$ cat config.mk
export PLATFORM = sky130hd
export DESIGN_NAME = dsp_loop_ctrl
export DESIGN_NICKNAME = d
export VERILOG_FILES = /design/src/rtl/dsp_loop_ctrl_pkg.sv /design/src/rtl/dsp_loop_stack.sv /design/src/rtl/dsp_loop_ctrl.sv
export SDC_FILE = /design/constraint.sdc
export NUM_CORES = 1
export LEC_CHECK = 0
export ABC_AREA = 1
export CAP_MARGIN = 20
export CELL_PAD_IN_SITES_DETAIL_PLACEMENT = 2
export CELL_PAD_IN_SITES_GLOBAL_PLACEMENT = 2
export CORE_MARGIN = 2
export CORE_UTILIZATION = 31
export DETAILED_ROUTE_END_ITERATION = 10
export HOLD_SLACK_MARGIN = 0.12
export PLACE_DENSITY_LB_ADDON = 0.12
export SYNTH_ARGS = -nofsm -noshare
export SYNTH_HDL_FRONTEND = slang
export SYNTH_HIERARCHICAL = 1
export SYNTH_SLANG_ARGS = --single-unit
$ cat constraint.sdc
create_clock -name clk -period 6 [get_ports clk]
set_input_delay 1.5 -clock clk [delete_from_list [all_inputs] [get_ports clk]]
set_output_delay 1.5 -clock clk [all_outputs]
set_load 0.005 [all_outputs]
$ cat src/rtl/dsp_loop_ctrl_pkg.sv
// Shared widths, defaults and stack-operation encoding for the zero-overhead loop controller.
package dsp_loop_ctrl_pkg;
  localparam int MEM_ADDR_LEN_DEF = 16;
  localparam int CNT_W_DEF        = 16;
  localparam int DEPTH_DEF        = 4;

  typedef enum logic [1:0] {
    OP_NONE = 2'd0,
    OP_PUSH = 2'd1,
    OP_POP  = 2'd2,
    OP_REPL = 2'd3
  } stk_op_e;

  function automatic int idx_w(input int depth);
    return (depth > 1) ? $clog2(depth) : 1;
  endfunction
endpackage

$ cat src/rtl/dsp_loop_stack.sv
// LIFO of loop entries {start, end, remaining count} with push/pop/replace and top-count update.
module dsp_loop_stack
  import dsp_loop_ctrl_pkg::*;
#(
  parameter int AW    = MEM_ADDR_LEN_DEF,
  parameter int CW    = CNT_W_DEF,
  parameter int DEPTH = DEPTH_DEF,
  parameter int DW    = $clog2(DEPTH + 1)
) (
  input  logic          clk,
  input  logic          rst,
  input  stk_op_e       op_i,
  input  logic [AW-1:0] push_start_i,
  input  logic [AW-1:0] push_end_i,
  input  logic [CW-1:0] push_cnt_i,
  input  logic          upd_i,
  input  logic [CW-1:0] upd_cnt_i,
  output logic [AW-1:0] top_start_o,
  output logic [AW-1:0] top_end_o,
  output logic [CW-1:0] top_cnt_o,
  output logic [DW-1:0] depth_o,
  output logic          empty_o,
  output logic          full_o,
  output logic          ovf_o
);
  localparam int IW = idx_w(DEPTH);

  logic [DEPTH-1:0][AW-1:0] start_q;
  logic [DEPTH-1:0][AW-1:0] end_q;
  logic [DEPTH-1:0][CW-1:0] cnt_q;
  logic [DW-1:0]            depth_q;
  logic                     ovf_q;
  logic [IW-1:0]            top_idx;
  logic [IW-1:0]            push_idx;

  assign top_idx  = IW'(depth_q - DW'(1));
  assign push_idx = IW'(depth_q);
  assign empty_o  = (depth_q == '0);
  assign full_o   = (depth_q == DW'(DEPTH));

  assign top_start_o = start_q[top_idx];
  assign top_end_o   = end_q[top_idx];
  assign top_cnt_o   = cnt_q[top_idx];
  assign depth_o     = depth_q;
  assign ovf_o       = ovf_q;

  always_ff @(posedge clk) begin
    if (rst) begin
      start_q <= '0;
      end_q   <= '0;
      cnt_q   <= '0;
      depth_q <= '0;
      ovf_q   <= 1'b0;
    end else begin
      if (upd_i && !empty_o) cnt_q[top_idx] <= upd_cnt_i;
      unique case (op_i)
        OP_PUSH: begin
          if (full_o) begin
            ovf_q <= 1'b1;
          end else begin
            start_q[push_idx] <= push_start_i;
            end_q[push_idx]   <= push_end_i;
            cnt_q[push_idx]   <= push_cnt_i;
            depth_q           <= depth_q + DW'(1);
          end
        end
        OP_POP: begin
          if (!empty_o) begin
            start_q[top_idx] <= '0;
            end_q[top_idx]   <= '0;
            cnt_q[top_idx]   <= '0;
            depth_q          <= depth_q - DW'(1);
          end
        end
        // Pop followed by push lands in the same slot: occupancy unchanged.
        OP_REPL: begin
          if (!empty_o) begin
            start_q[top_idx] <= push_start_i;
            end_q[top_idx]   <= push_end_i;
            cnt_q[top_idx]   <= push_cnt_i;
          end
        end
        default: ;
      endcase
    end
  end
endmodule

$ cat src/rtl/dsp_loop_ctrl.sv
// Zero-overhead hardware loop controller: end-address match, jump priority mux and count decrement.
module dsp_loop_ctrl
  import dsp_loop_ctrl_pkg::*;
#(
  parameter int MEM_ADDR_LEN = MEM_ADDR_LEN_DEF,
  parameter int CNT_W        = CNT_W_DEF,
  parameter int DEPTH        = DEPTH_DEF
) (
  input  logic                         clk,
  input  logic                         rst,
  input  logic [MEM_ADDR_LEN-1:0]      pc,
  input  logic                         loop_start,
  input  logic [CNT_W-1:0]             loop_count,
  input  logic [MEM_ADDR_LEN-1:0]      loop_end,
  input  logic                         br_flag,
  input  logic [MEM_ADDR_LEN-1:0]      br_addr,
  input  logic                         loop_abort,
  output logic                         jump_flag,
  output logic [MEM_ADDR_LEN-1:0]      jump_addr,
  output logic                         loop_active,
  output logic [$clog2(DEPTH+1)-1:0]   depth,
  output logic                         ovf_err
);
  localparam int DW = $clog2(DEPTH + 1);

  logic [MEM_ADDR_LEN-1:0] top_start, top_end;
  logic [CNT_W-1:0]        top_cnt;
  logic                    empty, full;
  logic                    skip, push_req, match, match_eff, more, abort, pop, dec;
  stk_op_e                 op;

  assign skip      = loop_start && (loop_count == '0);
  assign push_req  = loop_start && (loop_count != '0);
  assign match     = !empty && (pc == top_end);
  // A higher-priority jump this cycle means the loop end was not really retired.
  assign match_eff = match && !br_flag && !skip;
  assign more      = (top_cnt > CNT_W'(1));
  assign abort     = loop_abort && !empty;
  assign pop       = abort || (match_eff && !more);
  assign dec       = match_eff && more && !abort;

  always_comb begin
    op = OP_NONE;
    if (push_req && pop) op = OP_REPL;
    else if (push_req)   op = OP_PUSH;
    else if (pop)        op = OP_POP;
  end

  always_comb begin
    jump_flag = 1'b0;
    jump_addr = '0;
    if (br_flag) begin
      jump_flag = 1'b1;
      jump_addr = br_addr;
    end else if (skip) begin
      jump_flag = 1'b1;
      jump_addr = loop_end + MEM_ADDR_LEN'(1);
    end else if (match && more) begin
      jump_flag = 1'b1;
      jump_addr = top_start;
    end
  end

  dsp_loop_stack #(
    .AW    (MEM_ADDR_LEN),
    .CW    (CNT_W),
    .DEPTH (DEPTH),
    .DW    (DW)
  ) u_stack (
    .clk          (clk),
    .rst          (rst),
    .op_i         (op),
    .push_start_i (pc + MEM_ADDR_LEN'(1)),
    .push_end_i   (loop_end),
    .push_cnt_i   (loop_count),
    .upd_i        (dec),
    .upd_cnt_i    (top_cnt - CNT_W'(1)),
    .top_start_o  (top_start),
    .top_end_o    (top_end),
    .top_cnt_o    (top_cnt),
    .depth_o      (depth),
    .empty_o      (empty),
    .full_o       (full),
    .ovf_o        (ovf_err)
  );

  assign loop_active = !empty;
endmodule

Word level (Yosys, flattened, before mapping):

Cells that the tools add are included.

* bitwise gates (word level): 4
* order comparisons: 5
* add/subtract/negate cells: 5
* muxes and demuxes: 43
* equality and inequality tests: 8
* reduce and logical (&&, ||, !) cells: 28

Operators with widths (number)
* two-way mux 64 bit: 11
* one-hot mux 64 bit (3 select lines): 3
* bitwise mux 64 bit: 7
* bitwise AND 64 bit: 3
* two-way mux 16 bit: 8
* binary-select mux 16 bit (select 2 bit): 3
* demux 16 bit (select 2 bit): 2
* NOT 64 bit: 1
* adder 16 x 1 -> 16 bit, second input constant: 2
* equality test 16 bit: 1
* greater-than comparator 16 x 1 -> 1 bit, second input constant: 1
* zero test 16 bit: 1
* nonzero test 16 bit: 1
* subtractor 16 x 1 -> 16 bit, second input constant: 1
* logical AND 1 bit: 14
* less-than comparator 2 x 3 -> 1 bit, second input constant: 2
* two-way mux 2 bit: 3
* two-way mux 3 bit: 2
* != test 2 bit, second input constant: 3
* one-hot mux 3 bit (2 select lines): 1
* zero test 1 bit: 5
* equality test 2 bit, second input constant: 2
* >= comparator 2 x 1 -> 1 bit, second input constant: 2
* AND reduction 4 bit: 1
* other kinds (11): 13

* output and inout port bits: 22
* bits of input ports: 69
* flip-flop bits (word level): 196

Longest topological paths before layout:

* word-level depth: 15
* depth in mapped cells: 28

Hierarchy:

The synthesis kept the hierarchy.

By module, submodules not included
* dsp_loop_stack: cells an instance 2384, area an instance 13370.3 µm², instances 1
* dsp_loop_ctrl: cells an instance 360, area an instance 1745.4 µm², instances 1

Least setup slack after synthesis:

No wires, ideal clock.

* path kind: register -> output
* from: register u_stack.depth_q[0] (netlist: u_stack/depth_o[0])
* to: output jump_addr[0]
* data required time: 4.500 ns
* arrival: 3.535 ns
* stages on the path, launching flop included: 20
* buffers on the path: 6
* path slack: 0.965 ns
* path through: dfxtp_1 clkbuf_1 inv_2 clkbuf_1 buf_2 ha_1 inv_1 clkbuf_1 clkbuf_1 a21oi_1 a21oi_1 inv_1 ha_1 nand2_1 nor2_1 o21ai_2 nand3_2 buf_6 o21a_1 nor2_1

RTL lines
* from (decl): line dsp_loop_stack.sv:31 `logic [DW-1:0] depth_q;`
* from (signal assigned): line dsp_loop_stack.sv:64 `depth_q <= depth_q + DW'(1);`
* from (signal assigned): line dsp_loop_stack.sv:72 `depth_q <= depth_q - DW'(1);`
* subtractor 3 x 1 -> 3 bit
* binary-select mux 16 bit (select 2 bit): line dsp_loop_stack.sv:43 `assign top_cnt_o = cnt_q[top_idx];`
* two-way mux 16 bit (not written as such): line dsp_loop_stack.sv:43
* net top_cnt[0]: line dsp_loop_ctrl.sv:27 `logic [CNT_W-1:0] top_cnt;`
* greater-than comparator 16 x 1 -> 1 bit: line dsp_loop_ctrl.sv:37 `assign more = (top_cnt > CNT_W'(1));`
* logical AND 1 bit: line dsp_loop_ctrl.sv:58 `end else if (match && more) begin`
* two-way mux 16 bit: line dsp_loop_ctrl.sv:58
* two-way mux 16 bit: line dsp_loop_ctrl.sv:55 `end else if (skip) begin`
* two-way mux 16 bit: line dsp_loop_ctrl.sv:52 `if (br_flag) begin`
* to (decl): line dsp_loop_ctrl.sv:19 `output logic [MEM_ADDR_LEN-1:0] jump_addr,`

The timed path passes the listed nets, and every way through them passes these cells. The select of a mux whose other input is x is not followed.

Final worst setup path:

* from: register u_stack.depth_q[0] (netlist: u_stack/depth_o[0])
* to: output jump_addr[14]

The elaborated chain is that of the path after synthesis.

==> impl_summary.txt <==
----------------------------------------------------
[Logic synthesis]
  Mapped Nets ... 2824
  Primary FF master, synth ... dfxtp_1
  Yosys cell types ... 36
  Ys async rst share ... 0%
  Area share of the largest cell type after synthesis ... 25.96%
  Library cell occupying the most area in the post-synthesis netlist ... dfxtp_1
  Biggest area contributors in the synthesized netlist ... dfxtp_1, nand2_1, a21oi_1
  Share of synthesized area occupied by flip-flops and latches ... 25.96%
  Cell with the most instances after synthesis ... nand2_1
  Netlist Area Pre-Place ... 0.01512 mm^2
  Post-Synthesis Mean Instance Area ... around 5.5 um^2
  Cell count after synthesis ... approximately 2700
  Number of warning messages in the yosys log ... 6
  Most common library cells after synthesis ... nand2_1, a21oi_1, nor2_1
  Count of flip-flops with a built-in enable after synthesis ... 0
  Seq cells post-synth ... 196

[Power and ir drop]
  Relative contribution of the clock network to total power ... 15.4%
  Sequential share of power ... 19.3%
  Overall power after layout ... 8477 uW
  Maximum vdd ir drop ... 0.2814 mV
  Design internal power ... 3573 uW
  Combinational cell fraction of total power ... ~65%
  Lkg Pwr ... 0.007378 uW
  Switching pwr ... 4904 uW
  Switching share of power ... 57.85%
  Pwr Density ... 492.7 mW/mm^2

[Setup path]
  CP endpoint kind ... primary output
  Startpoint of the lowest-slack register-to-register path ... u_stack/depth_o[0]
  Register-to-Register Setup Slack ... between 0.7 and 0.8 ns
  Worst Path Arrival ... 4.24 ns
  Data required, critical path ... ~4.5 ns
  Maximum fanout encountered on the critical timing path ... 70
  Worst-case reg-to-reg path depth ... 19
  Startpoint of the worst setup timing path ... u_stack/depth_o[0]
  Type of the worst setup path ... flop to primary output
  Critical path launch point type ... flop
  Endpoint of the worst-slack reg-to-reg timing path ... u_stack/cnt_q[52]

[Route]
  Via Count ... 18375
  First-iteration detailed-routing DRC count ... 969
  Post-DR vias/cell ... 5.469
  DRC violation count after routing ... 0
  Detailed Route WL ... 74100 um
  Drt wl/cell ... about 22 um
  Router iterations before antenna repair ... 5
  Routed Antenna Nets ... 0

[Clocking]
  Number of buffers created by CTS ... 17
  H-tree depth reported by CTS ... 4
  CTS root buf ... clkbuf_16
  CTS clock-pin slew for the worst setup and hold paths ... 0.08 ns
  Number of buffers on the longest clock path ... 2
  Insertion delay of the later-clocked pin in the worst-skew pair ... 0.51 ns
  Number of buffers inserted by hold repair at cts ... 0
  Sink Count ... a little under 200
  Clock tree from TritonCTS ... done

[Timing]
  Achievable frequency ... 174.1 MHz
  Number of setup violations in the final report ... 0
  Final total negative setup slack ... 0 ns
  Slew at the pin closest to its max-slew limit ... 1.101 ns
  Worst slew slack as a fraction of its limit ... a little over a quarter
  Setup repair after global routing missed its margin ... false
  Final Hold Violating Endpoints ... 0
  Minimum clock period ... roughly 5.7 ns
  Crit share post-route ... 95.72%
  Final number of max-transition violations ... 0
  Clock Skews ... 0.01096 ns

[Placement]
  Placer's final routability congestion estimate ... around 0.87
  Standard cell area after detailed placement ... 0.01652 mm^2
  Input/output buffers ... 90
  Final HPWL DP ... 49010 um

[Global routing]
  Maximum number of pins on one net before global-route repair ... 80
  Number of global-route vias before repair ... a little under 20000
  Initial antenna violation count ... 2
  Global-route congestion overflow total ... 0
  Wire length of the first global-routing pass ... 114200 um
  Total routing resource utilization after global routing ... 29.36%

[Die]
  Placeable core area ... 0.04795 mm^2
  Rows ... 80
  Vertical extent of the die ... 224.8 um
  Die Outline Area ... 0.05054 mm^2
  I/O pin cnt ... 91
  X dimension of the die ... 224.8 um
  Effective utilization at floorplan ... 31.53%

[Flow run]
  Max capacitance violation total ... 0

[Cells and area]
  Post-synthesis to final-layout area growth ... 13.82%
  Final non-filler cell area ... 0.01720 mm^2
  Finished Core Util ... 35.88%
  Multi-input gate area in the final layout ... 0.009512 mm^2
  Proportion of layout cells with a drive suffix above 1 ... 5.213%
  Layout Nets ... 2810
  FF+latch area ... 0.003926 mm^2
  Number of filler cells placed in the layout ... 6135

[Run status]
  Result of the run ... finished, final reports clean

[Hold path]
  Hold path cells ... 2
  Hold crit path type ... flop to flop

----------------------------------------------------
==> area by class of cell <==
| type | count | share of cell area, % |
|---|---|---|
| Timing Repair Buffer | 142 | 8.167 |
| Antenna cell | 2 | 0.02909 |
| Inverter | 258 | 5.651 |
| Clock inverter | 14 | 1.018 |
| Sequential cell | 196 | 22.82 |
| Multi-Input combinational cell | 2115 | 55.29 |
| Tap cell | 615 | 4.473 |
| Clock buffer | 18 | 2.553 |
==> routing by layer <==
layer | share of wire [%] | vias up | global-route usage [%]
li1 | - | 8679 | -
met1 | 45 | 9332 | 37.07
met2 | 49 | 276 | 51.56
met3 | 3.2 | 88 | 4.167
met4 | 2.2 | 0 | 8.887
met5 | 0 | - | 0
==> power by group through the flow <==
stage | Combinational (uW) | Sequential, uW | Clock, uW
after floorplan | 3340 | 1610 | 0
after global placement | 5250 | 1650 | 0
after detailed placement | 5410 | 1660 | 0
after CTS | 5470 | 1630 | 1340
after global routing | 6050 | 1660 | 1380
final | 5540 | 1640 | 1300
==> critical path, cell delays in order (launching register included) <==
cell and delay, ns:
dfxtp_2 0.35, inv_4 0.05, buf_4 0.32, buf_4 0.73, o21ai_0 0.25, a21oi_1 0.17, a21oi_1 0.09, nor2_1 0.17
nand3_1 0.12, nor3_2 0.30, o21ai_4 0.17, buf_4 0.18, nand4_1 0.14, nand3_1 0.10, nand2_1 0.08, inv_1 0.04
clkdlybuf4s50_1 0.45
==> stage by stage <==
step / setup slack (ns) / hold slack (ns) / instances
finish: 0.2568 / 0.4694 / 3360
floorplan: 0.9646 / 0.4404 / 2744
global placement: 0.5656 / 0.4477 / 3324
detailed placement: 0.4226 / 0.4588 / 3324
CTS: 0.1020 / 0.4716 / 3356
global route: 0.05507 / 0.4861 / 3360
==> placed cells by master (no fill, tap or decap), types with 6 or more instances in the layout <==
| master | n |
|---|---|
| a21oi_1 | 297 |
| a21oi_2 | 9 |
| buf_12 | 9 |
| buf_4 | 43 |
| clkbuf_16 | 17 |
| clkdlybuf4s50_1 | 89 |
| dfxtp_1 | 194 |
| ha_1 | 9 |
| inv_1 | 244 |
| inv_2 | 9 |
| nand2_1 | 960 |
| nand2_2 | 7 |
| nand3_1 | 255 |
| nand4_1 | 12 |
| nor2_1 | 291 |
| nor2_2 | 6 |
| nor3_1 | 6 |
| o211ai_1 | 12 |
| o21a_1 | 7 |
| o21ai_0 | 162 |
| o21ai_1 | 6 |
| o22ai_1 | 14 |
| xnor2_1 | 12 |
| xor2_1 | 22 |
==> logic make-up after synthesis <==
logic type / after synthesis / share of synthesized area, %
AOI/OAI and AO/OA: 514 / 17.56
xor gates and xnor gates: 34 / 1.970
DFF: 196 / 25.96
adders and majority gates: 11 / 0.9105
and+or+nand+nor: 1556 / 41.97
buffers and inverters: 433 / 11.64
==> repair_timing <==
| item | CTS | global route |
|---|---|---|
| pin swaps | 0 | 1 |
| resized for setup | 3 | 9 |
| endpoints found under the setup margin | 13 | 13 |
| setup buffers | 0 | 2 |
==> worst max-delay path by stage <==
stage / cells past startpoint / slack (ns) / end
floorplan: 19 / 0.96 / jump_addr[0]
global placement: 11 / 0.57 / jump_addr[10]
detailed placement: 16 / 0.42 / jump_addr[2]
CTS: 16 / 0.10 / jump_addr[2]
global route: 16 / 0.06 / jump_addr[14]
finish: 16 / 0.26 / jump_addr[14]
(Power assumes the default switching activity.)
